File: src/rtl/mmc1_writer.sv
// mmc1_writer: serial-write sequencer for an MMC1-style mapper register, with shadow copies.
// Latency: first bus write the cycle after acceptance; done at 2+(4+r)*(GAP_CYCLES+1); ready again at 1+(5+r)*(GAP_CYCLES+1).
// Backpressure: req_ready only in IDLE; a request held high is accepted the cycle IDLE is re-entered.
//
// Ports:
//   CPU_M2, nRESET                      clock, synchronous active-low reset
//   req_valid/req_ready                 request handshake
//   req_reg, req_data, req_reset        target register, 5-bit value, precede with shift-reset write
//   done                                one-cycle completion pulse
//   CPU_A14/A13, nCPU_ROMSEL, nCPU_RW,  CPU bus towards the mapper
//   CPU_D7, CPU_D0
//   shadow_ctrl/chr0/chr1/prg           model of the mapper's internal registers
module mmc1_writer #(
  parameter int GAP_CYCLES = 1
) (
  input  logic       CPU_M2,
  input  logic       nRESET,
  input  logic       req_valid,
  output logic       req_ready,
  input  logic [1:0] req_reg,
  input  logic [4:0] req_data,
  input  logic       req_reset,
  output logic       done,
  output logic       CPU_A14,
  output logic       CPU_A13,
  output logic       nCPU_ROMSEL,
  output logic       nCPU_RW,
  output logic       CPU_D7,
  output logic       CPU_D0,
  output logic [4:0] shadow_ctrl,
  output logic [4:0] shadow_chr0,
  output logic [4:0] shadow_chr1,
  output logic [4:0] shadow_prg
);

  typedef enum logic [2:0] {IDLE, RST_WR, RST_GAP, BIT_WR, BIT_GAP} state_t;

  // Gap counter holds the number of gap cycles still to follow the current one.
  localparam logic [3:0] GAP_LOAD = 4'(GAP_CYCLES - 1);
  localparam logic [4:0] CTRL_RST = 5'b01100;

  state_t     r_state;
  logic [1:0] r_reg;
  logic [4:0] r_data;
  logic [2:0] r_bit;
  logic [3:0] r_gap;
  logic       r_ready;
  logic       r_done;
  logic [1:0] r_addr;
  logic       r_romsel_n;
  logic       r_rw_n;
  logic       r_d7;
  logic       r_d0;
  logic [4:0] r_sh_ctrl;
  logic [4:0] r_sh_chr0;
  logic [4:0] r_sh_chr1;
  logic [4:0] r_sh_prg;

  logic [2:0] w_bit_nxt;
  assign w_bit_nxt = r_bit + 3'd1;

  always_ff @(posedge CPU_M2) begin
    if (!nRESET) begin
      r_state    <= IDLE;
      r_bit      <= 3'd0;
      r_gap      <= 4'd0;
      r_ready    <= 1'b1;
      r_done     <= 1'b0;
      r_addr     <= 2'b00;
      r_romsel_n <= 1'b1;
      r_rw_n     <= 1'b1;
      r_d7       <= 1'b0;
      r_d0       <= 1'b0;
      r_sh_ctrl  <= CTRL_RST;
      r_sh_chr0  <= 5'd0;
      r_sh_chr1  <= 5'd0;
      r_sh_prg   <= 5'd0;
    end else begin
      // Outputs are registered alongside the next state; default is a non-write cycle.
      r_done     <= 1'b0;
      r_romsel_n <= 1'b1;
      r_rw_n     <= 1'b1;
      r_d7       <= 1'b0;
      r_d0       <= 1'b0;
      case (r_state)
        IDLE: begin
          if (req_valid) begin
            r_reg      <= req_reg;
            r_data     <= req_data;
            r_addr     <= req_reg;
            r_ready    <= 1'b0;
            r_bit      <= 3'd0;
            r_romsel_n <= 1'b0;
            r_rw_n     <= 1'b0;
            if (req_reset) begin
              r_state <= RST_WR;
              r_d7    <= 1'b1;
            end else begin
              r_state <= BIT_WR;
              r_d0    <= req_data[0];
            end
          end
        end
        RST_WR: begin
          r_state   <= RST_GAP;
          r_gap     <= GAP_LOAD;
          // The mapper's reset write forces PRG mode bits in its control register.
          r_sh_ctrl <= r_sh_ctrl | CTRL_RST;
        end
        BIT_WR: begin
          r_state <= BIT_GAP;
          r_gap   <= GAP_LOAD;
          if (r_bit == 3'd4) begin
            r_done <= 1'b1;
            case (r_reg)
              2'd0:    r_sh_ctrl <= r_data;
              2'd1:    r_sh_chr0 <= r_data;
              2'd2:    r_sh_chr1 <= r_data;
              default: r_sh_prg  <= r_data;
            endcase
          end
        end
        RST_GAP: begin
          if (r_gap == 4'd0) begin
            r_state    <= BIT_WR;
            r_bit      <= 3'd0;
            r_romsel_n <= 1'b0;
            r_rw_n     <= 1'b0;
            r_d0       <= r_data[0];
          end else begin
            r_gap <= r_gap - 4'd1;
          end
        end
        BIT_GAP: begin
          if (r_gap != 4'd0) begin
            r_gap <= r_gap - 4'd1;
          end else if (r_bit == 3'd4) begin
            r_state <= IDLE;
            r_ready <= 1'b1;
            r_addr  <= 2'b00;
            r_bit   <= 3'd0;
          end else begin
            r_state    <= BIT_WR;
            r_bit      <= w_bit_nxt;
            r_romsel_n <= 1'b0;
            r_rw_n     <= 1'b0;
            r_d0       <= r_data[w_bit_nxt];
          end
        end
        default: begin
          r_state <= IDLE;
          r_ready <= 1'b1;
          r_addr  <= 2'b00;
        end
      endcase
    end
  end

  assign req_ready   = r_ready;
  assign done        = r_done;
  assign CPU_A14     = r_addr[1];
  assign CPU_A13     = r_addr[0];
  assign nCPU_ROMSEL = r_romsel_n;
  assign nCPU_RW     = r_rw_n;
  assign CPU_D7      = r_d7;
  assign CPU_D0      = r_d0;
  assign shadow_ctrl = r_sh_ctrl;
  assign shadow_chr0 = r_sh_chr0;
  assign shadow_chr1 = r_sh_chr1;
  assign shadow_prg  = r_sh_prg;

endmodule

File: config.mk
export PLATFORM = sky130hd
export DESIGN_NAME = mmc1_writer
export DESIGN_NICKNAME = d
export VERILOG_FILES = /design/src/rtl/mmc1_writer.sv
export SDC_FILE = /design/constraint.sdc
export NUM_CORES = 1
export LEC_CHECK = 0
export ABC_AREA = 1
export CORE_ASPECT_RATIO = 1.2
export CORE_MARGIN = 5
export CORE_UTILIZATION = 45
export DETAILED_ROUTE_END_ITERATION = 12
export HOLD_SLACK_MARGIN = 0.05
export MAX_ROUTING_LAYER = met4
export PLACE_DENSITY = 0.77
export SYNTH_ARGS = -nofsm -noshare
export SYNTH_HDL_FRONTEND = slang
export SYNTH_SLANG_ARGS = --single-unit
File: constraint.sdc
create_clock -name CPU_M2 -period 1.85 [get_ports CPU_M2]
set_input_delay 0.4625 -clock CPU_M2 [delete_from_list [all_inputs] [get_ports CPU_M2]]
set_output_delay 0.4625 -clock CPU_M2 [all_outputs]
set_load 0.1 [all_outputs]
==> summary.md <==
| Metric | Value |
|---|---|
| Status | completed |
| Number of sinks handled by clock tree synthesis | 44 |
| Post-CTS Setup Repair Bufs | 0 |
| Period utilization | 87.2% |
| Syn. warnings | 0 |
| Clock Path Buffers | 2 |
| Fraction of final layout cells with drive strength greater than 1 | 15.7% |
| Clock power frac | 18.0% |
| Total setup violations reported at the end of the flow | 0 |
| Most frequent CP cell | nand2_1 |
| Cell-internal power | 2210 uW |
| Max Clk Rate | 0.620 GHz |
| Clock skew | 0.00815 ns |
| Kind of path behind the tightest hold check | reg -> reg |
| Post-cts sizing count | 0 |
| Count of hold buffers inserted by post-cts repair | 0 |
| Relative slew slack | 79.5% |
| Final routed wirelength across all metal layers | 4.64 mm |
| RR Endpoint | r_bit[2]$_SDFFE_PN0P_ |
| Initial antenna violation count | 0 |
| Crit Path Class | reg -> reg |
| Insertion delay to the later sink of the worst-skew pair | 0.30 ns |
| Vias | 1852 |
| Mean area per synthesized cell | 7.84 sq um |
| Total power divided by cell area | 1420 nW/um^2 |
| Vertical die dimension | 82.7 um |
| Final ANT Viol Nets | 0 |
| Count of final max-slew check failures | 0 |
| Routability congestion estimate from global placement | 0.857 |
| CTS clock-pin slew for the worst setup and hold paths | 0.08 ns |
| Reg-to-reg critical path startpoint | r_gap[0]$_SDFFE_PN0P_ |
| Global-route congestion overflow total | 0 |
| Proportion of total power due to net switching | 45.3% |
| Stage delay of the slowest cell on the critical path | 0.31 ns |
| Total I/O pin count | 39 |
| Critical Path, Cell by Cell | inv_1 > ha_1 > nand3_1 > nand2_1 > nand2_1 > nor2_4 > nand2_1 > nand2_1 > nor2_1 |
| Hold path start | r_gap[0]$_SDFFE_PN0P_ |
| Detailed placer's ending HPWL | 3.39 mm |
| Area of placed instances | 2730 sq um |
| Die footprint | 5840 sq um |
| DRC violations left | 0 |
| Average wire per cell in the routed design | 13.1 um |
| Family of cells with the greatest summed delay on the critical path | simple AND/OR/NAND/NOR gates |
| Cell area after technology mapping | 1980 sq um |
| Post-synthesis net count | 268 |
| Register-to-register setup slack | 0.24 ns |
| WHS Endpoint | r_gap[0]$_SDFFE_PN0P_ |
| Hold path cells | 2 |
| Router iterations before antenna repair | 4 |
| TritonCTS clock tree | yes |
| Final min period | 1.61 ns |
| Number of flip-flops and latches in the synthesized netlist | 44 |
| Synth-to-Final Area Change | 43.2% |
| Reg area | 951 sq um |
| Slew at the pin with the worst max-slew slack | 0.304 ns |
| Number of standard cells in the layout, taps in and fillers out | 355 |
| Port bufs | 38 |
| Pin count of the biggest net entering global routing | 24 |
| Number of instances in the synthesized netlist | 253 |
| Synth cell types | 23 |
| Arrival time of the worst setup path | 1.81 ns |
| DIE WIDTH | 70.6 um |
| Static leakage | 0.00116 uW |
| Final hold violation count | 0 |
| CTS buffer count | 5 |
| FP Rows | 26 |
| Net Sw Power | 1830 uW |
| Antenna diode instance count | 0 |
| Total routing usage reported by global routing | 17.8% |
| Root Driver | clkbuf_8 |
| Violation count after the first detailed-route iteration | 158 |
| Final worst hold slack | 0.473 ns |
| Number of placed cells counting well taps | 347 |
| Crit-path slowest cell | dfxtp_1 |
| Total of fill cells in the finished design | 343 |
| Initial Utilization | 46.5% |
| Final layout net count | 313 |
| First-pass GRT wire length | 8.02 mm |
| Kind of end point of the critical path | flip-flop |
| Setup TNS Final | 0 ns |
| Crit path max fanout | 7 |
| Type of element launching the critical path | flip-flop |
| RSZ-0062 raised after global routing | no |
| Max_cap viols | 0 |
| Placeable core region | 4260 sq um |
| Sequential-to-total area share from yosys stat | 47.9% |
| Final design area excluding fillers | 2840 sq um |
| Setup crit start | r_gap[0]$_SDFFE_PN0P_ |
| H-tree Lvls | 2 |
| Total Power Consumption | 4040 uW |
| Endpoint required time on the critical path | 2.04 ns |
| Via count of the first global-routing pass | 1704 |
| Combined area of the multi-input logic cells | 867 sq um |
| Critical path buffers and inverters | 1 |
| Worst reg-to-reg path cell count | 9 |
| Via count normalized by instance count | 5.22 |
| Sequential fraction of design power | 32.6% |
| Power share of the combinational group | 49.4% |
| Worst vdd rail ir drop | 0.00108 V |
power groups by stage:
| stage | sequential, uW | clock [uW] | combinational, uW |
|---|---|---|---|
| floorplan | 1720 | 0 | 992 |
| global placement | 1330 | 0 | 1920 |
| detailed placement | 1340 | 0 | 1970 |
| CTS | 1320 | 737 | 1990 |
| global route | 1350 | 774 | 2190 |
| finish | 1320 | 727 | 2000 |
metrics by stage:
stage / worst slack, ns / utilization, %
after floorplan: 0.0313 / -
after CTS: 0.250 / 66.6
final: 0.237 / 66.6
after global routing: 0.0721 / 66.6
after global placement: 0.152 / 64.0
after detailed placement: 0.126 / 64.0
metal layers:
layer  routed length (um)  track usage [%]  share of wire, %
met4                   65             6.39               1.4
met1                 1930             21.9                42
met5                    0                -                 0
met3                  322             3.75               6.9
met2                 2320             29.0                50
area by class of cell:
cell class / instances / share of cell area [%]
clock buffer: 5 / 2.42
clock inverter: 3 / 1.50
inverter: 27 / 4.49
multi-input combinational: 175 / 30.5
sequential: 44 / 33.5
tap: 56 / 2.47
timing repair buffer: 45 / 25.1
cell usage in the layout (no fill, tap or decap):
cell type	count
buf_12	28
o22ai_1	1
clkbuf_8	5
a21oi_1	25
nand3_1	19
o21ai_0	4
clkinv_1	1
nor2_4	3
o211ai_1	3
nor3_1	2
nor2_1	21
a21boi_0	1
dfxtp_1	37
clkinv_4	1
buf_4	7
edfxtp_1	7
clkdlybuf4s50_1	10
bufinv_16	2
nand3_4	1
nand2_1	69
nor4_1	1
ha_1	4
inv_1	26
nand3b_1	1
nand4_1	19
xor2_1	1
cells in the mapped netlist:
cell type   n  area share [%]
a21boi_0    1            0.38
a21oi_1    25             6.3
buf_4       1            0.38
buf_6       1            0.57
bufinv_16   1             1.5
clkbuf_1    5            0.95
dfxtp_1    37              37
edfxtp_1    7              11
ha_1        4             2.5
inv_1      26             4.9
nand2_1    69              13
nand3_1    19             4.8
nand3_4     1            0.88
nand3b_1    1            0.38
nand4_1    19             6.0
nor2_1     21             4.0
nor2_4      3             1.7
nor3_1      2            0.50
nor4_1      1            0.32
o211ai_1    3             1.1
o21ai_0     4             1.0
o22ai_1     1            0.32
xor2_1      1            0.44
worst max-delay path by stage:
stage | end | cells after the start | slack, ns
after global placement | r_data[4]$_DFFE_PP_ | 4 | 0.15
after detailed placement | r_reg[0]$_DFFE_PP_ | 4 | 0.13
after global routing | r_state[1]$_SDFFE_PN0P_ | 8 | 0.07
after CTS | r_addr[1]$_SDFFE_PN0P_ | 9 | 0.25
final | r_bit[2]$_SDFFE_PN0P_ | 9 | 0.24
after floorplan | nCPU_RW | 1 | 0.03
cell families after synthesis:
logic type	count (synthesis)	share of synthesized area [%]
xor gates and xnor gates	1	0.442
buffers and inverters	34	8.33
DFF	44	47.9
AOI/OAI and AO/OA	34	9.15
adders and majority gates	4	2.52
and+or+nand+nor	136	31.6
worst reg2reg max path: cells and delay by family (launching register included):
| kind | cells | cell delay, ns |
|---|---|---|
| simple gates | 7 | 0.91 |
| flops | 1 | 0.31 |
| fa+ha+maj | 1 | 0.18 |
| buf+inv | 1 | 0.11 |
(Power assumes the default switching activity.)
==> RTL change, RTL diff (same flow settings) <==
Encoding of `state_t`: now Gray code (3 bits for 5 states).
--- a/src/rtl/mmc1_writer.sv
+++ b/src/rtl/mmc1_writer.sv
@@ -34,5 +34,5 @@
 );
 
-  typedef enum logic [2:0] {IDLE, RST_WR, RST_GAP, BIT_WR, BIT_GAP} state_t;
+  typedef enum logic [2:0] {IDLE = 3'b000, RST_WR = 3'b001, RST_GAP = 3'b011, BIT_WR = 3'b010, BIT_GAP = 3'b110} state_t;
 
   // Gap counter holds the number of gap cycles still to follow the current one.
Check against the original RTL: same outputs for any inputs over 10 cycles, from zero or initial values and one cycle with nRESET low; not proved beyond that.
==> RTL change against the unedited design <==
  * Sequential share of layout area grew 0.19 points
  * Global-route usage shrank 0.37 points
  * Hold slack gained 0.032 ns
  * Wire length grew 1.1%
  * Area after synthesis grew 0.25%
  * Sequential cell count is the same
  * Final area shrank 0.57%
  * Setup slack lost 0.010 ns
  * Fmax shrank 0.62%
  * Total power shrank 1.6%
==> RTL change: results (changes against the unedited design) <==
[run_status]
status = completed  ; unchanged

[yosys]
yosysSeqAreaShare_pct = 47.8  ; was 47.9%
synth.distinct_cells = 26  ; was 23
synth_area_leaders = dfxtp_1 (37%), nand2_1 (12%), edfxtp_1 (11%), nand3_1 (6.0%), nor2_1 (5.9%)  ; was dfxtp_1 (37%), nand2_1 (13%), edfxtp_1 (11%), a21oi_1 (6.3%), nand4_1 (6.0%)
syn_nets = 281  ; was 268
synthTopCellsByCount = nand2_1 (64), dfxtp_1 (37), nor2_1 (31)  ; was nand2_1 (69), dfxtp_1 (37), inv_1 (26)

[hold_path]
min_from = shadow_ctrl[3]  ; was r_gap[0]
holdPathEnd = shadow_ctrl[3]  ; was r_gap[0]

[setup_path]
worst-path-max-fanout = 13  ; was 7
r2r_cells = 7  ; was 9
reg2reg_from = r_state[2]  ; was r_gap[0]
slowest_delay_ns = 0.35  ; was 0.31 ns
r2r_end = shadow_chr0[0]  ; was r_bit[2]
arrival_ns = 1.87  ; was 1.81 ns
critPathLaunch = r_state[2]  ; was r_gap[0]

[global_route]
met1_usage_pct = 21.0  ; was 21.9%
met3_usage_pct = 4.11  ; was 3.75%
grt_pass1_wl_um = 8050  ; was 8020 um
grt_max_degree = 17  ; was 24
grt_use_total_pct = 17.4  ; was 17.8%
grtUsageMet2_pct = 27.4  ; was 29.0%
grt_pass1_vias = 1777  ; was 1,704

[pwr]
pg_comb_mw = 2.04  ; was 2.00 mW
p_int_mw = 2.09  ; was 2.21 mW
peakVddDrop_v = 0.00100  ; was 0.00108 V
clockPowerShare_pct = 15.4  ; was 18.0%
leakage_nw = 1.20  ; was 1.16 nW
power_frac_comb_pct = 51.4  ; was 49.4%

[sta]
holdWs_ns = 0.505  ; was 0.473 ns
fin_crit_sh_pct = 87.7  ; was 87.2%
finClkSkew_ns = 0.00793  ; was 0.00815 ns
relSlewSlack_pct = 73.7  ; was 79.5%

[placement]
gp_congestion = 0.836  ; was 0.857
dp_slack_ns = 0.138  ; was 0.126 ns
dp.final_hpwl_um = 3580  ; was 3390 um
postPlaceCellArea_mm2 = 0.00273  ; about the same

[routing]
vias = 1879  ; was 1,852
drt_iter0_markers = 84  ; was 158
wl_per_cell_um = 12.8  ; was 13.1 um

[cells_and_area]
final_nets = 325  ; was 313
drive_gt1_share_pct = 16.7  ; was 15.7%
n_fill_cell = 358  ; was 343

## RTL change: cell types whose count changed after synthesis, sizes merged, moves of 4 or more
cell   change
nand3      +6
inv        +5
nor3       +4
o21ai      +4
nand4      -6
a21oi      -7
nor2       +8
## RTL change: metrics by stage
| step | cells | utilization [%] |
|---|---|---|
| 2_1_floorplan | 266 | - |
| 3_3_place_gp | 359 | 64.1 |
| 3_5_place_dp | 359 | 64.1 |
| 4_1_cts | 367 | 66.3 |
| 5_1_grt | 367 | 66.3 |
| 6_report | 367 | 66.3 |
## RTL change: kinds of logic (layout without fill, tap and decap cells)
| group | count (synthesis) | after routing | synth area share, % |
|---|---|---|---|
| AND/OR/NAND/NOR | 148 | 148 | 33.4 |
| flip-flops | 44 | 44 | 47.8 |
| buffers and inverters | 39 | 84 | 7.87 |
| AO/OA/AOI/OAI | 31 | 31 | 8.37 |
| adder cells (fa/ha/maj) | 4 | 4 | 2.52 |
## RTL change: layout make-up
cell class / count / area share (%)
clock inverters: 3 / 0.842
inverters: 31 / 4.12
well taps: 56 / 2.48
flip-flops and latches: 44 / 33.7
multi-input cells: 183 / 31.2
clock buffers: 5 / 2.44
repair buffers: 45 / 25.3
## RTL change: metal layers
layer / wire [um] / share of wire [%] / vias up
met5: 0 / 0 / -
met4: 99 / 2.1 / 0
met3: 253 / 5.4 / 10
met2: 2330 / 50 / 53
met1: 2000 / 43 / 857
li1: - / - / 959
## RTL change: how the worst max path moves through the flow
| stage | to | cells after the start |
|---|---|---|
| floorplan | r_data[0] | 4 |
| global placement | r_data[4] | 4 |
| detailed placement | r_gap[1] | 6 |
| CTS | shadow_chr0[0] | 7 |
| global route | shadow_chr0[2] | 6 |
| finish | shadow_chr0[0] | 7 |
